### config.mk
export PLATFORM = sky130hd
export DESIGN_NAME = btn_conditioner
export DESIGN_NICKNAME = d
export VERILOG_FILES = /design/src/rtl/btn_conditioner.sv
export SDC_FILE = /design/constraint.sdc
export NUM_CORES = 1
export LEC_CHECK = 0
export CAP_MARGIN = 20
export CORE_ASPECT_RATIO = 1.5
export CORE_MARGIN = 3
export CORE_UTILIZATION = 43
export CTS_BUF_LIST = sky130_fd_sc_hd__clkbuf_2 sky130_fd_sc_hd__clkbuf_4 sky130_fd_sc_hd__clkbuf_8
export DETAILED_ROUTE_END_ITERATION = 8
export GPL_TIMING_DRIVEN = 0
export PLACE_DENSITY = 0.66
export SYNTH_ARGS = -nofsm -noshare
export SYNTH_HDL_FRONTEND = slang
export SYNTH_SLANG_ARGS = --single-unit
### constraint.sdc
create_clock -name clk -period 4.33 [get_ports clk]
set_clock_uncertainty 0.2 [all_clocks]
set_input_delay 0.866 -clock clk [delete_from_list [all_inputs] [get_ports clk]]
set_output_delay 0.866 -clock clk [all_outputs]
set_load 0.01 [all_outputs]
### src/rtl/btn_conditioner.sv
// Pushbutton front end: per-button 2-FF synchroniser, 1 ms tick debounce FSM,
// registered clean level plus single-cycle press/release pulses.
// A change on the synchronised input is accepted only once it has held
// across DEBOUNCE_MS ticks; any reversion before that restarts the wait.
//
// state        | meaning
// -------------+------------------------------------------------------------
// RELEASED     | button idle, level 0
// PRESS_PEND   | input reads pressed, counting ticks before accepting press
// PRESSED      | button held, level 1
// RELEASE_PEND | input reads released, counting ticks before accepting release
module btn_conditioner #(
  parameter int N_BTN       = 5,
  parameter int DEBOUNCE_MS = 4,
  parameter int ACTIVE_LOW  = 1
) (
  input  logic             clk,
  input  logic             reset,
  input  logic             clk_1ms,
  input  logic [N_BTN-1:0] btn_raw,
  output logic [N_BTN-1:0] btn_level,
  output logic [N_BTN-1:0] btn_press,
  output logic [N_BTN-1:0] btn_release
);

  localparam int CNT_W = $clog2(DEBOUNCE_MS + 1);
  localparam logic [CNT_W-1:0] CNT_LAST = CNT_W'(DEBOUNCE_MS - 1);
  // raw pad value that means "not pressed"; also the synchroniser reset value
  localparam logic [N_BTN-1:0] RAW_IDLE = (ACTIVE_LOW != 0) ? '1 : '0;

  typedef enum logic [1:0] {
    RELEASED     = 2'd0,
    PRESS_PEND   = 2'd1,
    PRESSED      = 2'd2,
    RELEASE_PEND = 2'd3
  } state_t;

  logic [N_BTN-1:0] sync_q1;
  logic [N_BTN-1:0] sync_q2;
  logic [N_BTN-1:0] btn_sync;
  logic             clk_1ms_d;
  logic             tick;

  // Two-stage synchroniser; no logic ahead of the first flop, polarity fixed after
  always_ff @(posedge clk or negedge reset) begin
    if (!reset) begin
      sync_q1 <= RAW_IDLE;
      sync_q2 <= RAW_IDLE;
    end else begin
      sync_q1 <= btn_raw;
      sync_q2 <= sync_q1;
    end
  end

  assign btn_sync = sync_q2 ^ RAW_IDLE;

  // Delay of the 1 ms square wave for rising-edge detection
  always_ff @(posedge clk or negedge reset) begin
    if (!reset) begin
      clk_1ms_d <= 1'b0;
    end else begin
      clk_1ms_d <= clk_1ms;
    end
  end

  assign tick = clk_1ms & ~clk_1ms_d;

  for (genvar gi = 0; gi < N_BTN; gi++) begin : g_btn
    state_t           state_q;
    state_t           state_d;
    logic [CNT_W-1:0] cnt_q;
    logic [CNT_W-1:0] cnt_d;
    logic             press_d;
    logic             release_d;
    logic             level_d;
    logic             press_q;
    logic             release_q;
    logic             level_q;

    // State, tick counter and registered outputs
    always_ff @(posedge clk or negedge reset) begin
      if (!reset) begin
        state_q   <= RELEASED;
        cnt_q     <= '0;
        press_q   <= 1'b0;
        release_q <= 1'b0;
        level_q   <= 1'b0;
      end else begin
        state_q   <= state_d;
        cnt_q     <= cnt_d;
        press_q   <= press_d;
        release_q <= release_d;
        level_q   <= level_d;
      end
    end

    // Next state: a bounce back always wins over a coincident tick
    always_comb begin
      state_d   = state_q;
      cnt_d     = cnt_q;
      press_d   = 1'b0;
      release_d = 1'b0;
      case (state_q)
        RELEASED: begin
          if (btn_sync[gi]) begin
            state_d = PRESS_PEND;
            cnt_d   = '0;
          end
        end
        PRESS_PEND: begin
          if (!btn_sync[gi]) begin
            state_d = RELEASED;
            cnt_d   = '0;
          end else if (tick) begin
            if (cnt_q == CNT_LAST) begin
              state_d = PRESSED;
              cnt_d   = '0;
              press_d = 1'b1;
            end else begin
              cnt_d = cnt_q + CNT_W'(1);
            end
          end
        end
        PRESSED: begin
          if (!btn_sync[gi]) begin
            state_d = RELEASE_PEND;
            cnt_d   = '0;
          end
        end
        RELEASE_PEND: begin
          if (btn_sync[gi]) begin
            state_d = PRESSED;
            cnt_d   = '0;
          end else if (tick) begin
            if (cnt_q == CNT_LAST) begin
              state_d   = RELEASED;
              cnt_d     = '0;
              release_d = 1'b1;
            end else begin
              cnt_d = cnt_q + CNT_W'(1);
            end
          end
        end
        default: begin
          state_d = RELEASED;
          cnt_d   = '0;
        end
      endcase
      level_d = (state_d == PRESSED) || (state_d == RELEASE_PEND);
    end

    assign btn_press[gi]   = press_q;
    assign btn_release[gi] = release_q;
    assign btn_level[gi]   = level_q;
  end

endmodule

==> reports/qor.csv, run 1 <==
stage,metric,value,unit
run_status,status,completed,
setup_path,Crit Path Category,reg2out,
grt,"Remaining Overflow, GRT",0,
yosys,largest family of logic cells by synthesized area,simple AND/OR/NAND/NOR gates,
die,Core Region,4650,µm²
cells_and_area,share of cells above drive strength 1,19.8,%
clocking,cts bufs inserted,5,
power_and_ir_drop,Worst VDD drop,0.221,mV
worst_hold_path,class of the worst hold path,reg2reg,
setup_path,critical path startpoint,g_btn[2].level_q,
cells_and_area,fillers,433,
die,die height,92.3,µm
yosys,Seq cells post-synth,48,
placement,hpwl dp,2640,µm
power_and_ir_drop,Power Total,0.000836,W
worst_hold_path,Hold Crit Start,sync_q1[3],
cells_and_area,number of diodes,0,
clocking,clk slew on worst S/H paths,0.08,ns
power_and_ir_drop,Flop pwr share,58.2,%
detailed_routing,Antenna Nets Post-Route,0,
sta,max-slew violations,0,
sta,final setup vio count,0,
die,Die ar.,5870,µm²
worst_hold_path,hold path depth,0,
detailed_routing,via-per-instance ratio,5.12,
yosys,"EDFF count, synth",0,
die,number of I/O pins,23,
yosys,multiplexer share of the synthesized area,5.15,%
detailed_routing,# DRC,0,
yosys,compound-gate portion of the synthesized area,8.31,%
clocking,CTS resizes,0,
clocking,latest clock arrival within the worst-skew pair,0.29,ns
detailed_routing,Metal-1 WL,1430,µm
power_and_ir_drop,clock power share,33.7,%
clocking,CTS tree,done,
grt,largest net degree at the start of global routing,34,
power_and_ir_drop,Net Sw Power,0.000192,W
setup_path,crit path DAT,1.43,ns
detailed_routing,drt first-iter violations,28,
sta,Fmax achieved,401,MHz
detailed_routing,Max Used Layer,met4,
sta,Final min period,2.49,ns
die,Die W,63.6,µm
clocking,Post-CTS Setup Inserts,0,
yosys,xor and xnor area share after synthesis,3.28,%
setup_path,slowest CP cell,clkdlybuf4s50_1,
setup_path,Worst Reg-to-Reg Cells,4,
setup_path,Worst Path Max Fanout,6,
setup_path,Startpoint Class,flop,
clocking,Sinks on Clock Net,48,
sta,Final Hold Fails,0,
setup_path,reg2reg setup slack,2.52,ns
cells_and_area,fin area,2550,µm²
setup_path,crit-path cells,"buf_4, clkdlybuf4s50_1",
detailed_routing,DR WL met2,2000,µm
cells_and_area,"most common cell after layout, fill and taps aside",dfrtp_1,
power_and_ir_drop,P_int,0.000644,W
placement,Cells after DPL,268,
yosys,synthesized cell area,2140,µm²
yosys,syn_nets,194,
detailed_routing,Routed WL,3600,µm
yosys,Cell variety after synth,41,
placement,Port Buffer Count,22,
detailed_routing,Via Count,1414,
detailed_routing,drt first pass iters,4,
grt,first-pass GRT wire length,6530,µm
yosys,post-synthesis adder-cell area fraction,2.93,%
yosys,"Async S/R FF share, synth",100,%
cells_and_area,area grow syn2layout,19.3,%
clocking,Root Driver,clkbuf_8,
placement,placed instance area,2450,µm²
placement,Placer Congestion,0.706,
clocking,clk buf depth,2,
die,Initial Util,45.9,%
sta,slew margin rel.,55.4,%
grt,antenna violations before repair,0,
yosys,Syn Inst Count,181,
yosys,sequential share of the synthesized area,56.8,%
sta,Final TNS setup,0,ns
power_and_ir_drop,Comb power frac,8.1,%
yosys,Ys Warns,0,
power_and_ir_drop,PwrDens,328,nW/µm²
setup_path,CP endpoint kind,output port,
sta,Tcrit/Tclk final,57.6,%
setup_path,Reg-to-Reg Start,g_btn[3].cnt_q[0],
sta,RSZ-0062 raised after global routing,false,
cells_and_area,most frequent cells in the layout,"38 x dfrtp_1, 21 x clkdlybuf4s50_1, 15 x buf_4, 11 x inv_1, 11 x mux2i_1",
detailed_routing,met3 WL,101,µm
power_and_ir_drop,Leakage Power,1.21,nW
setup_path,worst reg2reg endpoint,g_btn[3].press_q,
yosys,synthesized area per cell,11.8,µm²
setup_path,CP max stage delay,0.52,ns
grt,GRT Resource Usage Total,14.3,%
grt,number of global-route vias before repair,1500,
cells_and_area,Non-Filler Instances,276,
cells_and_area,nets@finish,224,
clocking,CTS Hold Bufs,0,
yosys,Post-Synth Simple-Gate Area,15.0,%
detailed_routing,routed length per instance,13.0,µm
yosys,prevailing post-synth register cell,dfrtp_1,
placement,Post-Place Worst Slack,1.58,ns
sta,setup ws final,1.84,ns
worst_hold_path,Min-Delay Endpoint,sync_q2[3],
sta,Worst Tran Pin Value,0.660,ns
flow_run,Max-Cap Viols,0,
clocking,H-tree lvl count,2,
die,# rows,30,
setup_path,CP required,3.26,ns
power_and_ir_drop,Net Sw Frac,23.0,%
-- routing by layer --
metal	vias up	track usage, %
met3	6	3.76
met2	18	26.0
met4	0	5.95
li1	675	-
met5	-	0
met1	715	15.4
-- flip-flops by register name, indices dropped and copies added (netlist names) --
name             cells
g_btn.cnt_q         15
g_btn.state_q        7
g_btn.level_q        5
g_btn.press_q        5
g_btn.release_q      5
sync_q1              5
sync_q2              5
clk_1ms_d            1
-- critical path, delay by kind of cell (launching register included) --
kind | cells | cell delay, ns
DFF | 1 | 0.47
buffers and inverters | 2 | 0.66
-- power by group through the flow --
stage	sequential, W	combinational [W]	clock, W
2_1_floorplan	0.000491	0.0000411	0
3_3_place_gp	0.000493	0.0000634	0
3_5_place_dp	0.000495	0.0000701	0
4_1_cts	0.000487	0.0000699	0.000293
5_1_grt	0.000490	0.0000767	0.000311
6_report	0.000487	0.0000680	0.000281
-- layout make-up --
type / count / area, µm² / share of cell area, %
tap: 64 / 80.1 / 3.14
multi-input combinational: 102 / 741 / 29.0
clock buffer: 8 / 97.6 / 3.83
inverter: 12 / 45.0 / 1.77
buffer: 19 / 138 / 5.40
timing repair buffer: 23 / 235 / 9.22
sequential: 48 / 1210 / 47.6
-- cells by family after synthesis --
kind of cell / after synthesis
mux: 11
fa+ha+maj: 5
buf+inv: 31
simple gates: 56
flops: 48
compound gates: 22
xor+xnor: 8
-- cell usage after synthesis (4+ instances only) --
master / instances / area share (%)
dfrtp_1: 38 / 44
nor2b_1: 6 / 1.8
inv_1: 11 / 1.9
nor2_1: 8 / 1.4
o2bb2ai_1: 4 / 1.6
nand3_1: 6 / 1.4
mux2i_1: 11 / 5.2
nand2_1: 9 / 1.6
buf_4: 15 / 5.3
o21a_1: 4 / 1.4
ha_1: 5 / 2.9
dfstp_2: 10 / 12
xnor2_1: 5 / 2.0
nor3_1: 4 / 0.94
-- metrics by stage --
stage          utilization (%)  hold slack, ns
2_1_floorplan                -           0.145
3_3_place_gp              52.4           0.145
3_5_place_dp              52.7           0.147
4_1_cts                   54.8           0.161
5_1_grt                   54.8           0.165
6_report                  54.8           0.160
-- worst max-delay path by stage --
stage,slack [ns],to
floorplan,2.40,g_btn[0].state_q[0]
global placement,0.93,g_btn[2].cnt_q[0]
detailed placement,1.58,g_btn[3].press_q
CTS,1.82,btn_level[2]
global route,1.77,btn_level[4]
finish,1.84,btn_level[2]
Note: power is estimated with default switching activity, not from simulation.
==> run 2: changes to the inputs <==
--- a/config.mk
+++ b/config.mk
@@ -12,7 +12,7 @@
 export CTS_BUF_LIST = sky130_fd_sc_hd__clkbuf_2 sky130_fd_sc_hd__clkbuf_4 sky130_fd_sc_hd__clkbuf_8
 export DETAILED_ROUTE_END_ITERATION = 8
 export GPL_TIMING_DRIVEN = 0
-export PLACE_DENSITY = 0.66
+export PLACE_DENSITY = 0.69
 export SYNTH_ARGS = -nofsm -noshare
 export SYNTH_HDL_FRONTEND = slang
 export SYNTH_SLANG_ARGS = --single-unit
==> constraint.sdc (replaced) <==
create_clock -name clk -period 2.27 [get_ports clk]
set_clock_uncertainty 0.2 [all_clocks]
set_input_delay 0.454 -clock clk [delete_from_list [all_inputs] [get_ports clk]]
set_output_delay 0.454 -clock clk [all_outputs]
set_load 0.01 [all_outputs]
==> reports/qor.csv, run 2 (synthesized netlist as in run 1, its figures left out) <==
stage,metric,value,unit,change
run_status,status,completed,,unchanged
grt,largest net degree at the start of global routing,26,,was 34
cells_and_area,most frequent cells in the layout,"38 x dfrtp_1, 21 x clkdlybuf4s50_1, 15 x buf_4, 11 x inv_1, 11 x mux2i_1",,unchanged
setup_path,CP required,1.62,ns,was 3.26 ns
placement,hpwl dp,2360,µm,was 2640 µm
sta,setup ws final,0.214,ns,was 1.84 ns
power_and_ir_drop,P_int,0.00123,W,was 0.000644 W
die,Die W,63.6,µm,unchanged
setup_path,Worst Reg-to-Reg Cells,4,,unchanged
sta,Fmax achieved,486,MHz,
power_and_ir_drop,Net Sw Power,0.000358,W,was 0.000192 W
die,Core Region,4650,µm²,unchanged
die,Die ar.,5870,µm²,unchanged
clocking,latest clock arrival within the worst-skew pair,0.29,ns,about the same
worst_hold_path,Hold Crit Start,sync_q1[1],,was sync_q1[3]
power_and_ir_drop,Net Sw Frac,22.6,%,was 23.0%
power_and_ir_drop,Leakage Power,1.22,nW,was 1.21 nW
clocking,CTS resizes,0,,unchanged
clocking,cts bufs inserted,5,,unchanged
sta,Final Hold Fails,0,,unchanged
power_and_ir_drop,Comb power frac,8.1,%,about the same
sta,Final min period,2.06,ns,
sta,Worst Tran Pin Value,0.651,ns,was 0.660 ns
clocking,clk buf depth,2,,unchanged
power_and_ir_drop,Power Total,0.00159,W,was 0.000836 W
sta,max-slew violations,0,,unchanged
worst_hold_path,hold path depth,0,,unchanged
grt,antenna violations before repair,0,,unchanged
placement,Port Buffer Count,22,,unchanged
placement,Post-Place Worst Slack,-0.0153,ns,was 1.58 ns
cells_and_area,"most common cell after layout, fill and taps aside",dfrtp_1,,unchanged
power_and_ir_drop,Worst VDD drop,0.514,mV,was 0.221 mV
detailed_routing,Antenna Nets Post-Route,0,,unchanged
grt,GRT Resource Usage Total,12.6,%,was 14.3%
detailed_routing,Routed WL,3280,µm,was 3600 µm
detailed_routing,drt first pass iters,4,,unchanged
detailed_routing,# DRC,0,,unchanged
power_and_ir_drop,Flop pwr share,58.5,%,was 58.2%
power_and_ir_drop,clock power share,33.4,%,was 33.7%
power_and_ir_drop,PwrDens,620,nW/µm²,was 328 nW/µm²
die,# rows,30,,unchanged
sta,Tcrit/Tclk final,90.6,%,
cells_and_area,share of cells above drive strength 1,19.7,%,was 19.8%
cells_and_area,area grow syn2layout,19.8,%,was 19.3%
cells_and_area,nets@finish,225,,was 224
setup_path,Startpoint Class,flop,,unchanged
setup_path,CP endpoint kind,output port,,unchanged
clocking,Sinks on Clock Net,48,,unchanged
clocking,CTS tree,done,,unchanged
sta,RSZ-0062 raised after global routing,false,,unchanged
clocking,clk slew on worst S/H paths,0.08,ns,about the same
setup_path,Reg-to-Reg Start,g_btn[3].cnt_q[0],,unchanged
clocking,Root Driver,clkbuf_8,,unchanged
setup_path,crit path DAT,1.40,ns,was 1.43 ns
detailed_routing,Via Count,1352,,was 1414
grt,first-pass GRT wire length,5960,µm,was 6530 µm
grt,"Remaining Overflow, GRT",0,,unchanged
setup_path,reg2reg setup slack,0.51,ns,was 2.52 ns
setup_path,Worst Path Max Fanout,6,,unchanged
cells_and_area,largest register by flop count,g_btn.cnt_q,,unchanged
setup_path,critical path startpoint,g_btn[4].level_q,,was g_btn[2].level_q
placement,Placer Congestion,0.715,,was 0.706
detailed_routing,routed length per instance,11.9,µm,was 13.0 µm
die,number of I/O pins,23,,unchanged
die,Initial Util,45.9,%,unchanged
setup_path,Crit Path Category,reg2out,,unchanged
clocking,Post-CTS Setup Inserts,0,,unchanged
worst_hold_path,class of the worst hold path,reg2reg,,unchanged
detailed_routing,via-per-instance ratio,4.88,,was 5.12
cells_and_area,number of diodes,0,,unchanged
cells_and_area,Largest regs,"g_btn.cnt_q x15, g_btn.state_q x7",,unchanged
sta,slew margin rel.,56.0,%,was 55.4%
clocking,H-tree lvl count,2,,unchanged
die,die height,92.3,µm,unchanged
flow_run,Max-Cap Viols,0,,unchanged
cells_and_area,max reg flops,15,,unchanged
worst_hold_path,Min-Delay Endpoint,sync_q2[1],,was sync_q2[3]
sta,final setup vio count,0,,unchanged
detailed_routing,drt first-iter violations,43,,was 28
setup_path,worst reg2reg endpoint,g_btn[3].press_q,,unchanged
grt,number of global-route vias before repair,1392,,was 1500
## run 2: cell count changes in the layout (fill, tap and decap cells not counted), sizes merged
cell,before,now
dlygate4sd3,0,1
## run 2: layout make-up
cell class	instances	area, µm²
Sequential cell	48	1210
Clock buffer	8	97.6
Tap cell	64	80.1
Buffer	19	138
Inverter	12	45.0
Fill cell	436	2090
Timing Repair Buffer	24	245
Multi-Input combinational cell	102	741
## run 2: through the flow
step	utilization [%]	cell area, µm²	setup TNS [ns]	std cells	hold WS [ns]
after floorplan	-	2140	0	181	-0.0416
after global routing	55.0	2560	0	277	0.166
after CTS	55.0	2560	0	277	0.160
final	55.0	2560	0	277	0.159
after detailed placement	52.7	2450	-0.0191	268	0.148
after global placement	52.4	2440	-32.43	267	0.146
## run 2: critical path: stages, from the launching register on
cell	delay, ns
dfrtp_1	0.45
buf_4	0.14
clkdlybuf4s50_1	0.52
## run 2: power groups by stage
stage,registers (W),clock network [W],logic (W)
final,0.000928,0.000530,0.000129
after detailed placement,0.000945,0,0.000131
after CTS,0.000929,0.000553,0.000133
after floorplan,0.000936,0,0.0000785
after global routing,0.000935,0.000588,0.000148
after global placement,0.000943,0,0.000123
## run 2: how the worst max path moves through the flow
stage                                endpoint  slack, ns  cells past startpoint
after floorplan           g_btn[4].state_q[0]       0.65                      4
after global placement      g_btn[2].cnt_q[1]      -0.78                      1
after detailed placement     g_btn[3].press_q      -0.02                      4
after CTS                        btn_level[4]       0.19                      2
after global routing             btn_level[4]       0.13                      2
final                            btn_level[4]       0.21                      2
## run 2: metal layers
layer	vias up	wire, µm	GRT usage, %
li1	674	-	-
met1	653	1470	14.8
met2	20	1680	22.0
met3	5	94	3.16
met4	0	40	5.05
met5	-	0	0
## run 2: timing repair
action                                  4_1_cts  5_1_grt
hold buffers                                  1        0
hold endpoints to repair                     19        0
endpoints found under the setup margin        0        0
